<file path="src/rtl/cnt_disp_mux_pkg.sv">
// ============================================================================
// Module      : cnt_disp_mux_pkg
// Description : Shared constants and helpers for the cascaded counter and its
//               multiplexed 7-segment display driver.
// Revision    : 1.0 - initial release
// ============================================================================
`default_nettype none

package cnt_disp_mux_pkg;

    // Active-low gfedcba patterns for hex digits 0..F
    localparam logic [6:0] c_seg_table [16] = '{
        7'b1000000, 7'b1111001, 7'b0100100, 7'b0110000,
        7'b0011001, 7'b0010010, 7'b0000010, 7'b1111000,
        7'b0000000, 7'b0010000, 7'b0001000, 7'b0000011,
        7'b1000110, 7'b0100001, 7'b0000110, 7'b0001110
    };

    localparam logic [6:0] c_seg_blank = 7'b1111111;

    // Bits needed to index n items; never less than 1 so a single item still
    // gets a legal vector width.
    function automatic int idx_width(input int n);
        int w;
        w = 1;
        while ((1 << w) < n) begin
            w = w + 1;
        end
        return w;
    endfunction

endpackage

`default_nettype wire

</file>
<file path="src/rtl/seg7_hex_dec.sv">
// ============================================================================
// Module      : seg7_hex_dec
// Description : Combinational 4-bit to active-low 7-segment decoder; codes at
//               or above RADIX are shown blank.
// Revision    : 1.0 - initial release
// ============================================================================
`default_nettype none

module seg7_hex_dec
    import cnt_disp_mux_pkg::*;
#(
    parameter int RADIX = 16
) (
    input  logic [3:0] i_digit,
    output logic [6:0] o_seg
);

    localparam logic [4:0] c_radix = 5'(RADIX);

    always_comb begin
        o_seg = c_seg_table[i_digit];
        if ({1'b0, i_digit} >= c_radix) begin
            o_seg = c_seg_blank;
        end
    end

endmodule

`default_nettype wire

</file>
<file path="src/rtl/cnt_disp_mux.sv">
// ============================================================================
// Module      : cnt_disp_mux
// Description : N-digit cascaded up/down counter (decimal or hex) with a
//               time-multiplexed, registered 7-segment display driver.
// Revision    : 1.0 - initial release
// ============================================================================
`default_nettype none

module cnt_disp_mux
    import cnt_disp_mux_pkg::*;
#(
    parameter int DIGITS   = 4,
    parameter int RADIX    = 16,
    parameter int SCAN_DIV = 1000
) (
    input  logic                  CLK,
    input  logic                  RST_N,
    input  logic                  EN,
    input  logic                  UP,
    input  logic                  CLR,
    output logic [4*DIGITS-1:0]   CNTVAL,
    output logic                  OV,
    output logic [6:0]            SEG,
    output logic [DIGITS-1:0]     DIG_EN
);

    localparam int                 c_idx_w     = idx_width(DIGITS);
    localparam int                 c_div_w     = idx_width(SCAN_DIV);
    localparam logic [3:0]         c_digit_max = 4'(RADIX - 1);
    localparam logic [c_idx_w-1:0] c_idx_last  = c_idx_w'(DIGITS - 1);
    localparam logic [c_idx_w-1:0] c_idx_one   = c_idx_w'(1);
    localparam logic [c_div_w-1:0] c_div_last  = c_div_w'(SCAN_DIV - 1);
    localparam logic [c_div_w-1:0] c_div_one   = c_div_w'(1);

    logic [3:0]          w_digit [DIGITS];
    logic [DIGITS:0]     w_lo_max;
    logic [DIGITS:0]     w_lo_zero;
    logic [c_div_w-1:0]  r_div;
    logic [c_idx_w-1:0]  r_idx;
    logic [3:0]          w_cur_digit;
    logic [6:0]          w_seg;
    logic [6:0]          r_seg;
    logic [DIGITS-1:0]   r_dig_en;

    // w_lo_max[i] / w_lo_zero[i]: every digit below i sits at its terminal
    // value, so digit i takes a step this cycle.
    assign w_lo_max[0]  = 1'b1;
    assign w_lo_zero[0] = 1'b1;

    generate
        for (genvar gi = 0; gi < DIGITS; gi++) begin : g_digit
            logic [3:0] r_digit;

            assign w_lo_max[gi+1]  = w_lo_max[gi]  & (r_digit == c_digit_max);
            assign w_lo_zero[gi+1] = w_lo_zero[gi] & (r_digit == 4'd0);

            always_ff @(posedge CLK or negedge RST_N) begin
                if (!RST_N) begin
                    r_digit <= 4'd0;
                end else if (CLR) begin
                    r_digit <= 4'd0;
                end else if (EN) begin
                    if (UP) begin
                        if (w_lo_max[gi]) begin
                            r_digit <= (r_digit == c_digit_max) ? 4'd0 : r_digit + 4'd1;
                        end
                    end else if (w_lo_zero[gi]) begin
                        r_digit <= (r_digit == 4'd0) ? c_digit_max : r_digit - 4'd1;
                    end
                end
            end

            assign w_digit[gi]        = r_digit;
            assign CNTVAL[4*gi +: 4]  = r_digit;
        end
    endgenerate

    assign OV = EN & ~CLR & (UP ? w_lo_max[DIGITS] : w_lo_zero[DIGITS]);

    // Scan timing free-runs; counting and clearing never disturb it.
    always_ff @(posedge CLK or negedge RST_N) begin
        if (!RST_N) begin
            r_div <= '0;
            r_idx <= '0;
        end else if (r_div == c_div_last) begin
            r_div <= '0;
            r_idx <= (r_idx == c_idx_last) ? '0 : r_idx + c_idx_one;
        end else begin
            r_div <= r_div + c_div_one;
        end
    end

    assign w_cur_digit = w_digit[r_idx];

    seg7_hex_dec #(
        .RADIX   (RADIX)
    ) u_dec (
        .i_digit (w_cur_digit),
        .o_seg   (w_seg)
    );

    always_ff @(posedge CLK or negedge RST_N) begin
        if (!RST_N) begin
            r_seg    <= c_seg_blank;
            r_dig_en <= '0;
        end else begin
            r_seg    <= w_seg;
            r_dig_en <= DIGITS'(1) << r_idx;
        end
    end

    assign SEG    = r_seg;
    assign DIG_EN = r_dig_en;

endmodule

`default_nettype wire

</file>
<file path="config.mk">
export PLATFORM = sky130hd
export DESIGN_NAME = cnt_disp_mux
export DESIGN_NICKNAME = d
export VERILOG_FILES = /design/src/rtl/cnt_disp_mux_pkg.sv /design/src/rtl/seg7_hex_dec.sv /design/src/rtl/cnt_disp_mux.sv
export SDC_FILE = /design/constraint.sdc
export NUM_CORES = 1
export LEC_CHECK = 0
export CAP_MARGIN = 5
export CORE_MARGIN = 5
export CORE_UTILIZATION = 56
export CTS_CLUSTER_DIAMETER = 120
export DETAILED_ROUTE_END_ITERATION = 6
export GPL_TIMING_DRIVEN = 0
export PLACE_DENSITY = 0.84
export REMOVE_ABC_BUFFERS = 1
export SKIP_CTS_REPAIR_TIMING = 1
export SLEW_MARGIN = 20
export SYNTH_ARGS = -nofsm -noshare
export SYNTH_HDL_FRONTEND = slang
export SYNTH_SLANG_ARGS = --single-unit
</file>
<file path="constraint.sdc">
create_clock -name CLK -period 3 [get_ports CLK]
set_input_delay 0.45 -clock CLK [delete_from_list [all_inputs] [get_ports CLK]]
set_output_delay 0.45 -clock CLK [all_outputs]
set_load 0.02 [all_outputs]
</file>
==> flow_metrics.py, run 1 <==
metrics = {
    "clock_tree": {
        "cts_buffers": 5,
        "root_buffer": "clkbuf_8",
        "path_clk_slew_ns": 0.08,
        "clock_path_buffers": 2,
        "cts_tree": "built",
        "cts_sinks": 39,
        "clk_latency_ns": 0.29,
        "htreeDepth": 2,
    },
    "logic_synthesis": {
        "syn_area_um2": 2620,
        "synth_enable_flop_cells": 0,
        "yosys.area.top_type_share": 0.306,
        "synth_top_family_by_area": "simple AND/OR/NAND/NOR gates",
        "synth_top_cells_by_count": "dfrtp_1, nor2_1, inv_1",
        "synthAdderAreaFrac": 0.0908,
        "synthCells": 270,
        "synth-xor-area-share": 0.0435,
        "synth_seq_cells": 39,
        "synth-main-ff-cell": "dfrtp_1",
        "ys_types": 55,
        "ys_seq_area_frac": 0.376,
        "synth_top_area_cell": "dfrtp_1",
        "synth.most_common_cell": "dfrtp_1",
        "synth_compound_area_frac": 0.146,
        "synth_area_leaders": "dfrtp_1, ha_1, dfstp_2, mux4_2, a21oi_1",
        "muxShareOfSynthArea": 0.105,
        "avgSynthCellArea_um2": 9.70,
        "synth-simple-area-share": 0.180,
        "synthArstFlopShare": 1.00,
        "ys.warnings.count": 0,
    },
    "finish": {
        "area_growth_pct": 18.0,
        "nets": 318,
        "final_cells": 347,
        "drive_gt1_frac": 0.125,
        "fin_util": 0.695,
        "diodes": 0,
    },
    "global_routing": {
        "grt_overflow_total": 0,
        "antenna_found_initial": 0,
        "first_global_vias": 2074,
        "grt_max_degree": 28,
        "grt_pass1_wl_um": 9460,
        "grt.total_usage": 0.188,
    },
    "power": {
        "pwr-share-seq": 0.412,
        "p_comb_frac": 0.248,
        "p_leak_uw": 0.00129,
        "vdd_drop_max_uv": 205,
        "p_clk_frac": 0.339,
        "swShare": 0.290,
        "switchingPower_uw": 443,
        "cellPowerDensity_nw_per_um2": 495,
        "fin_total_pwr_uw": 1530,
        "internal_power_uw": 1090,
    },
    "route": {
        "first_pass_iters": 4,
        "avgViaCountPerCell": 6.09,
        "vias": 2113,
        "wl_per_cell_um": 15.5,
        "wl_um": 5380,
        "drt.antenna.violating_nets": 0,
        "drt_iter0_markers": 89,
        "drc_errors": 0,
    },
    "place": {
        "dp_hpwl_um": 3860,
        "place_congestion": 0.896,
        "dp.cells": 339,
        "pre_cts_ws_ns": -0.283,
        "port_buffers": 32,
    },
    "hold_path": {
        "hold_path_class": "in2async",
    },
    "sta": {
        "hold_viol_final": 0,
        "rsz0062_at_grt": "no",
        "worst_pin_slew_ns": 0.940,
        "maxSlewViolCount": 0,
        "worst_slack_ns": 0.352,
        "period_minus_slack_ns": 2.65,
        "fin_skew_ns": 0.00367,
        "setup_viol": 0,
        "max_freq_mhz": 378,
        "relSlewSlack": 0.373,
        "timing.final.crit_share": 0.883,
    },
    "floorplanning": {
        "chipWidth_um": 78.4,
        "core_um2": 4440,
        "num_rows": 24,
        "pin_count": 33,
        "start_util": 0.589,
        "die-area_um2": 6140,
        "fp.dieH_um": 78.4,
    },
    "setup_path": {
        "cp.arrival_ns": 2.20,
        "ff2ff_setup_slack_ns": 0.71,
        "critical_path_class": "reg2out",
        "crit_required_ns": 2.55,
        "cp_max_fo": 10,
        "critPathCaptureType": "output port",
        "start_kind": "register",
    },
    "run_status": {
        "run_status": "finished, final reports clean",
    },
    "flow_run": {
        "drv_cap": 0,
    },
}
-- routing by layer --
layer	part of all wire	GRT usage
met1	0.45	0.240
met2	0.49	0.313
met3	0.041	0.0389
met4	0.014	0.0787
met5	0	0
-- kinds of logic (layout without fill, tap and decap cells) --
logic type,Yosys count,after routing
and+or+nand+nor,84,84
muxes,18,18
adders and majority gates,19,19
DFF,39,39
AOI/OAI and AO/OA,60,60
xor gates and xnor gates,13,13
buffers and inverters,37,62
-- stage by stage --
step | hold WS [ns] | TNS (ns) | area, um2
after floorplan | 0.154 | 0 | 2540
after global placement | 0.449 | -0.307 | 2930
after detailed placement | 0.366 | -0.299 | 2940
after CTS | 0.0543 | -0.310 | 3070
after global routing | 0.0695 | 0 | 3090
final | 0.0501 | 0 | 3090
-- layout make-up --
| class | count | area (um2) |
|---|---|---|
| fill | 322 | 1350 |
| tap | 52 | 65.1 |
| multi-input combinational | 194 | 1490 |
| timing repair buffer | 33 | 340 |
| inverter | 21 | 78.8 |
| sequential | 39 | 985 |
| clock buffer | 6 | 72.6 |
| clock inverter | 2 | 60.1 |
-- flip-flops by register name (all words and copies together) (netlist names) --
name,flops
r_div,10
DIG_EN,4
SEG,7
g_digit.r_digit,16
r_idx,2
-- power by group through the flow --
| stage | Combinational, uW | Sequential, uW | Clock [uW] |
|---|---|---|---|
| 2_1_floorplan | 194 | 671 | 0 |
| 3_3_place_gp | 368 | 638 | 0 |
| 3_5_place_dp | 379 | 638 | 0 |
| 4_1_cts | 381 | 628 | 524 |
| 5_1_grt | 416 | 640 | 549 |
| 6_report | 380 | 631 | 519 |
-- cells in the final DEF, fill, tap and decap left out, types with 2 or more instances in the layout --
master	n
a211oi_1	4
a21oi_1	20
a311oi_1	2
a32oi_1	2
and2_1	2
and4_1	2
and4b_1	3
bufinv_16	2
clkbuf_8	5
clkdlybuf4s50_1	29
dfrtp_1	32
dfstp_2	7
dlymetal6s2s_1	2
ha_1	19
inv_1	21
mux2_2	4
mux2i_1	6
mux4_2	7
nand2_1	7
nand2b_1	4
nand3_1	10
nand4_1	3
nor2_1	24
nor2b_1	6
nor3_1	6
nor4_1	2
o211ai_1	2
o21ai_0	10
o21bai_1	3
o22ai_1	5
or2_2	2
or3_1	2
or3b_2	2
xnor2_1	8
xor2_1	5
-- final timing paths --
path                                       startpoint                     to  depth (start not counted)
max in group asynchronous                       RST_N                 SEG[6]                          2
worst min-delay path                            RST_N  g_digit[0].r_digit[3]                          1
worst min register to register               r_div[0]               r_div[0]                          1
worst max register to register  g_digit[0].r_digit[0]  g_digit[2].r_digit[2]                          6
min in group CLK                             r_div[0]               r_div[0]                          1
worst max-delay path            g_digit[2].r_digit[0]                     OV                          7
-- worst max-delay path: stages, from the launching register on --
cell and delay (ns):
dfrtp_1 0.49, inv_1 0.12, ha_1 0.24, nor3b_1 0.28
and4_1 0.27, a22oi_1 0.07, nor3_1 0.17, dlymetal6s2s_1 0.26
(Power assumes the default switching activity.)
==> run 2, diff against run 1 <==
--- a/config.mk
+++ b/config.mk
@@ -6,6 +6,7 @@
 export NUM_CORES = 1
 export LEC_CHECK = 0
 export CAP_MARGIN = 5
+export CORE_ASPECT_RATIO = 1.1
 export CORE_MARGIN = 5
 export CORE_UTILIZATION = 56
 export CTS_CLUSTER_DIAMETER = 120
==> run 2 against run 1 <==
Global-route usage rose by 0.89 points. Utilization fell by 2.1 points. First-iteration DRC count rose by 25%. Power rose by 0.62%. Sequential cell count did not move. Clock skew rose by 0.0086 ns. Worst hold slack got worse by 0.013 ns. Wire length rose by 4.7%. Register-to-register slack got worse by 0.02 ns. Non-clock buffer count did not move. Sequential power barely moved. Maximum frequency fell by 3.1%. Critical path type unchanged.
==> flow_metrics.py, run 2 (same netlist as run 1, synthesis figures left out) <==
metrics = {
    "setup_path": {
        "reg2regPathDepth": 6,
        "critical_path_class": "reg2out",
        "r2r-start": "g_digit[0].r_digit[0]",
        "cp.arrival_ns": 2.28,
        "cp-startpoint": "g_digit[2].r_digit[0]",
        "crit_required_ns": 2.55,
        "cp_max_fo": 10,
        "start_kind": "register",
        "critPathCaptureType": "output port",
        "ff2ff_setup_slack_ns": 0.69,
        "reg2reg_to": "g_digit[2].r_digit[2]",
    },
    "route": {
        "drt_iter0_markers": 111,
        "avgViaCountPerCell": 6.11,
        "drc_errors": 0,
        "first_pass_iters": 5,
        "vias": 2145,
        "wl_um": 5630,
        "wl_per_cell_um": 16.0,
        "drt.antenna.violating_nets": 0,
    },
    "sta": {
        "worst_pin_slew_ns": 0.901,
        "maxSlewViolCount": 0,
        "hold_viol_final": 0,
        "rsz0062_at_grt": "no",
        "setup_viol": 0,
        "max_freq_mhz": 366,
        "period_minus_slack_ns": 2.73,
        "fin_tns_setup_ns": 0,
        "relSlewSlack": 0.398,
        "timing.final.crit_share": 0.911,
        "fin_skew_ns": 0.0122,
        "worst_slack_ns": 0.267,
    },
    "finish": {
        "final_common_cell": "dfrtp_1",
        "n_fill_cell": 353,
        "largest_reg_flops": 16,
        "mostFrequentLayoutCells": "dfrtp_1, clkdlybuf4s50_1, nor2_1",
        "fin_area_um2": 3090,
        "drive_gt1_frac": 0.125,
        "diodes": 0,
        "fin_util": 0.674,
        "nets": 318,
        "largest-register": "g_digit.r_digit",
        "area_growth_pct": 18.1,
    },
    "floorplanning": {
        "die-area_um2": 6150,
        "core_um2": 4590,
        "start_util": 0.571,
        "num_rows": 26,
        "fp.dieH_um": 81.7,
        "chipWidth_um": 75.2,
        "pin_count": 33,
    },
    "power": {
        "p_leak_uw": 0.00129,
        "vdd_drop_max_uv": 224,
        "cellPowerDensity_nw_per_um2": 498,
    },
    "place": {
        "place_area_um2": 2950,
        "dp_hpwl_um": 4000,
        "place_congestion": 0.886,
        "pre_cts_ws_ns": -0.216,
        "port_buffers": 32,
    },
    "global_routing": {
        "antenna_found_initial": 0,
        "grt.total_usage": 0.197,
        "first_global_vias": 2082,
        "grt_pass1_wl_um": 9380,
        "grt_max_degree": 28,
        "grt_overflow_total": 0,
    },
    "flow_run": {
        "drv_cap": 0,
    },
    "run_status": {
        "run_status": "finished, final reports clean",
    },
    "clock_tree": {
        "htreeDepth": 2,
        "cts_tree": "built",
        "clk_latency_ns": 0.30,
        "cts_buffers": 5,
        "root_buffer": "clkbuf_8",
        "clock_path_buffers": 2,
        "path_clk_slew_ns": 0.09,
        "cts_sinks": 39,
    },
    "hold_path": {
        "hold_path_class": "in2async",
    },
}
run 2: cell count changes in the layout (fill, tap and decap cells not counted):
cell,change
nor4b_2,-1
nor4b_1,+1
clkbuf_1,-1
clkinvlp_4,+1
run 2: worst max-delay path by stage:
stage	depth (start not counted)	slack, ns	endpoint
after floorplan	6	0.71	OV
final	7	0.27	OV
after detailed placement	5	-0.22	OV
after global placement	5	-0.25	OV
after CTS	5	-0.23	OV
after global routing	7	0.08	OV
run 2: layout make-up:
type	count	area, um2	area share
clock inverters	3	67.6	0.0218
flip-flops and latches	39	985	0.318
repair buffers	33	340	0.110
multi-input cells	194	1480	0.479
clock buffers	5	68.8	0.0222
well taps	56	70.1	0.0227
inverters	21	78.8	0.0255
run 2: stage by stage:
stage	total power, uW	cells	hold WS [ns]
2_1_floorplan	864	254	0.154
3_3_place_gp	1010	342	0.445
3_5_place_dp	1020	343	0.368
4_1_cts	1550	351	0.0418
5_1_grt	1610	351	0.0592
6_report	1540	351	0.0375
run 2: where the power goes:
part           internal (uW)  total (uW)  switching (uW)
Sequential               572         630            58.7
Combinational            182         384             202
Clock                    332         525             194
run 2: routing by layer:
metal | up-vias | routed length (um) | GRT usage
li1 | 1018 | - | -
met1 | 1036 | 2370 | 0.251
met2 | 85 | 2850 | 0.324
met3 | 6 | 354 | 0.0404
met4 | 0 | 51 | 0.0804
met5 | - | 0 | 0
run 2: critical path, cell delays in order, from the launching register on:
cell and delay, ns:
dfrtp_1 0.50, inv_1 0.12, ha_1 0.25, nor3b_1 0.27
and4_1 0.29, a22oi_1 0.08, nor3_1 0.20, dlymetal6s2s_1 0.27
